===== config.mk =====
export PLATFORM = sky130hd
export DESIGN_NAME = cv32e40p_prefetch_fifo_ft
export DESIGN_NICKNAME = d
export VERILOG_FILES = /design/src/rtl/cv32e40p_pkg2_ft.sv /design/src/rtl/cv32e40p_prefetch_fifo_ptr_ctrl.sv /design/src/rtl/cv32e40p_prefetch_fifo_ft.sv
export SDC_FILE = /design/constraint.sdc
export NUM_CORES = 1
export LEC_CHECK = 0
export ABC_AREA = 1
export CORE_ASPECT_RATIO = 0.6
export CORE_MARGIN = 4
export CORE_UTILIZATION = 43
export DETAILED_ROUTE_END_ITERATION = 8
export HOLD_SLACK_MARGIN = 0.03
export PLACE_DENSITY = 0.65
export SETUP_SLACK_MARGIN = 0.3
export SYNTH_ARGS = -nofsm -noshare
export SYNTH_HDL_FRONTEND = slang
export SYNTH_SLANG_ARGS = --single-unit

===== constraint.sdc =====
create_clock -name clk -period 7.3 [get_ports clk]
set_input_delay 1.825 -clock clk [delete_from_list [all_inputs] [get_ports clk]]
set_output_delay 1.825 -clock clk [all_outputs]
set_load 0.05 [all_outputs]

===== src/rtl/cv32e40p_pkg2_ft.sv =====
// Shared defaults and types for the instruction prefetch FIFO.
// The occupancy state is derived from the count, never stored separately from it.
package cv32e40p_pkg2_ft;

    localparam int unsigned PFF_DEPTH      = 4;
    localparam int unsigned PFF_DATA_WIDTH = 32;

    typedef enum logic [1:0] {
        PFF_EMPTY   = 2'd0,
        PFF_PARTIAL = 2'd1,
        PFF_FULL    = 2'd2
    } pff_state_e;

    function automatic pff_state_e pff_state_from_count(input int unsigned count,
                                                        input int unsigned depth);
        pff_state_e state;
        if (count == 0) begin
            state = PFF_EMPTY;
        end else if (count >= depth) begin
            state = PFF_FULL;
        end else begin
            state = PFF_PARTIAL;
        end
        return state;
    endfunction

endpackage


===== src/rtl/cv32e40p_prefetch_fifo_ptr_ctrl.sv =====
// Read/write pointers, occupancy count, EMPTY/PARTIAL/FULL state and flush for the
// prefetch FIFO. Handshakes depend only on registered state, never on out_ready_i.
module cv32e40p_prefetch_fifo_ptr_ctrl
    import cv32e40p_pkg2_ft::*;
#(
    parameter int unsigned DEPTH = PFF_DEPTH,
    parameter int unsigned CNT_W = $clog2(DEPTH + 1),
    parameter int unsigned PTR_W = $clog2(DEPTH)
) (
    input  logic             clk,
    input  logic             rst_n,
    input  logic             flush_i,
    input  logic             in_valid_i,
    input  logic             out_ready_i,
    output logic             in_ready_o,
    output logic             out_valid_o,
    output logic             wr_en_o,
    output logic             pop_o,
    output logic [PTR_W-1:0] wptr_o,
    output logic [PTR_W-1:0] rptr_o,
    output logic [CNT_W-1:0] cnt_o
);

    logic [PTR_W-1:0] rptr_q, rptr_d;
    logic [PTR_W-1:0] wptr_q, wptr_d;
    logic [CNT_W-1:0] count_q, count_d;
    pff_state_e       state_q, state_d;
    logic             push;
    logic             pop;

    // State register.
    always_ff @(posedge clk or negedge rst_n) begin
        // NOTE: sequential state uses non-blocking assignments so every register
        // samples the pre-edge values, independent of process ordering.
        if (!rst_n) begin
            rptr_q  <= '0;
            wptr_q  <= '0;
            count_q <= '0;
            state_q <= PFF_EMPTY;
        end else begin
            rptr_q  <= rptr_d;
            wptr_q  <= wptr_d;
            count_q <= count_d;
            state_q <= state_d;
        end
    end

    // Next-state logic; flush overrides any same-cycle push or pop.
    always_comb begin
        // NOTE: every comb output gets a default first so no path infers a latch.
        rptr_d  = rptr_q;
        wptr_d  = wptr_q;
        count_d = count_q;
        if (flush_i) begin
            rptr_d  = '0;
            wptr_d  = '0;
            count_d = '0;
        end else begin
            if (push) begin
                wptr_d = wptr_q + PTR_W'(1);
            end
            if (pop) begin
                rptr_d = rptr_q + PTR_W'(1);
            end
            unique case ({push, pop})
                2'b10:   count_d = count_q + CNT_W'(1);
                2'b01:   count_d = count_q - CNT_W'(1);
                default: count_d = count_q;
            endcase
        end
        state_d = pff_state_from_count(32'(count_d), DEPTH);
    end

    // Outputs, derived from registered state only.
    always_comb begin
        in_ready_o  = (state_q != PFF_FULL);
        out_valid_o = (state_q != PFF_EMPTY);
        push        = in_valid_i & in_ready_o;
        pop         = out_valid_o & out_ready_i;
        wr_en_o     = push & ~flush_i;
        pop_o       = pop;
        wptr_o      = wptr_q;
        rptr_o      = rptr_q;
        cnt_o       = count_q;
    end

endmodule


===== src/rtl/cv32e40p_prefetch_fifo_ft.sv =====
// Instruction prefetch FIFO between the OBI response path and the IF-stage FSM.
// Define PREFETCH_FIFO_PARITY_EN to store a per-entry even-parity bit checked on pop.
module cv32e40p_prefetch_fifo_ft
    import cv32e40p_pkg2_ft::*;
#(
    parameter int unsigned DEPTH      = PFF_DEPTH,
    parameter int unsigned DATA_WIDTH = PFF_DATA_WIDTH,
    parameter int unsigned CNT_W      = $clog2(DEPTH + 1)
) (
    input  logic                  clk,
    input  logic                  rst_n,
    input  logic                  flush_i,
    input  logic                  in_valid_i,
    input  logic [DATA_WIDTH-1:0] in_rdata_i,
    output logic                  in_ready_o,
    output logic                  out_valid_o,
    input  logic                  out_ready_i,
    output logic [DATA_WIDTH-1:0] out_rdata_o,
    output logic [CNT_W-1:0]      cnt_o,
    output logic                  err_detected_o
);

    localparam int unsigned PTR_W = $clog2(DEPTH);

    logic [DATA_WIDTH-1:0] mem_q [DEPTH];
    logic [PTR_W-1:0]      wptr;
    logic [PTR_W-1:0]      rptr;
    logic                  wr_en;
    logic                  pop;
    logic                  par_err;

    cv32e40p_prefetch_fifo_ptr_ctrl #(
        .DEPTH (DEPTH),
        .CNT_W (CNT_W),
        .PTR_W (PTR_W)
    ) u_ptr_ctrl (
        .clk         (clk),
        .rst_n       (rst_n),
        .flush_i     (flush_i),
        .in_valid_i  (in_valid_i),
        .out_ready_i (out_ready_i),
        .in_ready_o  (in_ready_o),
        .out_valid_o (out_valid_o),
        .wr_en_o     (wr_en),
        .pop_o       (pop),
        .wptr_o      (wptr),
        .rptr_o      (rptr),
        .cnt_o       (cnt_o)
    );

    // NOTE: the storage array has no reset; out_rdata_o is gated by out_valid_o, so
    // stale or unknown entries are never visible.
    always_ff @(posedge clk) begin
        if (wr_en) begin
            mem_q[wptr] <= in_rdata_i;
        end
    end

    assign out_rdata_o = out_valid_o ? mem_q[rptr] : '0;

`ifdef PREFETCH_FIFO_PARITY_EN
    logic par_q [DEPTH];

    always_ff @(posedge clk) begin
        if (wr_en) begin
            par_q[wptr] <= ^in_rdata_i;
        end
    end

    // Recompute over the stored word; the flag is qualified by pop below.
    assign par_err = par_q[rptr] ^ (^mem_q[rptr]);
`else
    assign par_err = 1'b0;
`endif

    assign err_detected_o = pop & par_err;

endmodule

==> flow_summary.ini <==
[outcome]
status = complete, no violations

[worst_setup_path]
required_ns = 5.48
start_kind = flip-flop
r2r-start = u_ptr_ctrl.cnt_o[2]
crit_type = flip-flop to output port
cp_num_buf_inv = 2
r2r_slack_ns = 4.61
worstPathArrival_ns = 2.90
critPathMaxFanout = 64
slowest_stage = clkdlybuf4s50_1
r2r_end = u_ptr_ctrl.state_q[0]
max_stage_delay_ns = 0.85
end_kind = output port
worst-r2r-cell-count = 10
critical_path.top_delay_family = buffers and inverters
cp_cell_sequence = inv_2, o21ai_0, a21oi_1, clkdlybuf4s50_1

[logic_synthesis]
avgSynthCellArea_um2 = 12.3
synth.ff_latch_count = 136
synth_top_cell_area_share_pct = 69.7
synth_area_leaders = edfxtp_1, nor2_1, dfrtp_1
synthFlopType = edfxtp_1
synth-async-reset-ratio_pct = 5.88
synth_cell_type_count = 23
synth-edff-count = 128
synthesis.area_um2 = 5510
synth_top_area_cell = edfxtp_1
yosysSeqAreaShare_pct = 73.3
synth_most_common_cell = nor2_1
synth_warnings = 0
syn-instance-count = 450
synth_fp_nets = 493
synth_commonest_cells = nor2_1, edfxtp_1, o21ai_0

[place]
numPortBuffers = 73
dp_hpwl_um = 6440
dp_worst_setup_slack_ns = 2.98
gp_congestion = 0.761
placed_cells = 664

[floorplanning]
rows = 31
initial_core_util_pct = 44.8
coreArea_um2 = 12300
die_h_um = 95.7
ios = 75
die_w_um = 154
die_area_um2 = 14800

[clock_network]
root_buffer = clkbuf_16
ctsResizeCount = 0
clk_latency_ns = 0.41
cts_tree = done
h-tree-depth = 4
cts.sinks = 136
path_clk_slew_ns = 0.05
cts_buffer_depth = 2
cts_made_buffers = 17
post-cts-setup-buffers = 0
cts_hold_repair.buffers = 0

[flow_run]
max_cap_violations = 0

[timing]
fin_crit_ns = 4.73
worstMarginPinSlew_ns = 1.07
relSlewSlack_pct = 28.8
final-max-slew-violation-count = 0
rsz0062_at_grt = no
fin_setup_tns_ns = 0
max_freq_mhz = 212
period_share_pct = 64.7
finalHoldViolations = 0
finalHoldWorstSlack_ns = 0.603
layout_setup_ws_ns = 2.57
skew_ns = 0.00905
setup-violations-final = 0

[route]
ant_nets = 0
wl_per_cell_um = 16.4
drc = 0
vias_per_cell = 5.04
routed_wl_um = 11400
dr_total_vias = 3502
drt_iter0_markers = 305
firstDrtPassIters = 6

[cells_and_area]
num_antenna_cells = 0
area_growth_pct = 24.4
drive_above_1_share_pct = 7.36
final_cells = 695
final_nets = 561
fillers = 995

[grt]
grt_overflow = 0
grt_usage_pct = 16.2
grt_pass1_wl_um = 18000
grt_max_degree = 68
antenna_found_initial = 0
grt_pass1_vias = 3402

[worst_hold_path]
worstHoldStart = u_ptr_ctrl.wptr_o[0]
hold_class = flip-flop to flip-flop
min_to = u_ptr_ctrl.wptr_o[0]
worstHoldPathCells = 1

[power_and_ir_drop]
p_total_w = 0.00262
cellPowerDensity_nw_per_um2 = 382
leakage_nw = 2.40
ir_drop_v = 0.000209
[cell type report]
cell class,instances,area [um^2],share of cell area [%]
Clock inverter,12,110,1.61
Clock buffer,19,433,6.31
Inverter,20,75.1,1.09
Timing Repair Buffer,75,746,10.9
Tap cell,165,206,3.01
Sequential cell,136,4050,59.0
Multi-Input combinational cell,268,1240,18.1
[through the flow]
step / util [%] / instance area (um^2)
after floorplan: - / 5510
after global placement: 51.4 / 6310
after detailed placement: 51.4 / 6310
after CTS: 55.8 / 6860
after global routing: 55.8 / 6860
final: 55.8 / 6860
[per-layer routing]
metal / track usage [%] / vias to the layer above / share of wire (%)
li1: - / 1696 / -
met1: 22.5 / 1660 / 46
met2: 24.6 / 138 / 46
met3: 5.30 / 8 / 8.0
met4: 4.92 / 0 / 0.46
met5: 0 / - / 0
[sequential cells by signal, indices dropped and copies added, names as in the netlist]
name and cells:
u_ptr_ctrl.wptr_o 2, mem_q 128, u_ptr_ctrl.cnt_o 3, u_ptr_ctrl.state_q 1, u_ptr_ctrl.rptr_o 2
[power by group]
part / total [W] / internal, W / leakage, nW / switching (W)
clock: 0.000788 / 0.000493 / 0.271 / 0.000295
sequential: 0.000925 / 0.000903 / 1.27 / 0.0000224
combinational: 0.000904 / 0.000262 / 0.863 / 0.000642
total: 0.00262 / 0.00166 / 2.40 / 0.000960
[worst max-delay path by stage]
| stage | slack (ns) | to | startpoint | depth (start not counted) |
|---|---|---|---|---|
| 5_1_grt | 2.36 | out_rdata_o[11] | u_ptr_ctrl.rptr_o[0] | 4 |
| 3_3_place_gp | 3.01 | out_rdata_o[11] | u_ptr_ctrl.rptr_o[0] | 4 |
| 2_1_floorplan | 3.36 | mem_q[0][0] | flush_i | 3 |
| 4_1_cts | 2.55 | out_rdata_o[11] | u_ptr_ctrl.rptr_o[0] | 4 |
| 3_5_place_dp | 2.98 | out_rdata_o[11] | u_ptr_ctrl.rptr_o[0] | 4 |
| 6_report | 2.57 | out_rdata_o[11] | u_ptr_ctrl.rptr_o[0] | 4 |
[cell families after synthesis]
kind of cell             share of synthesized area (%)
AO/OA/AOI/OAI                                     8.99
adder cells (fa/ha/maj)                           1.50
buffers and inverters                             4.76
flip-flops                                        73.3
other                                           0.0680
AND/OR/NAND/NOR                                   11.3
[placed cells by master (no fill, tap or decap), drive strengths merged]
cell type and n:
fa 1, conb 1, clkbuf 19, inv 20
edfxtp 128, clkinv 9, a21oi 32, dfrtp 8
o21ai 67, nand4 1, nand2 13, buf 2
clkinvlp 1, or2 1, nand3 6, bufinv 2
clkdlybuf4s50 73, nor2 141, ha 5
No activity file was read; power rests on OpenSTA's default activity.
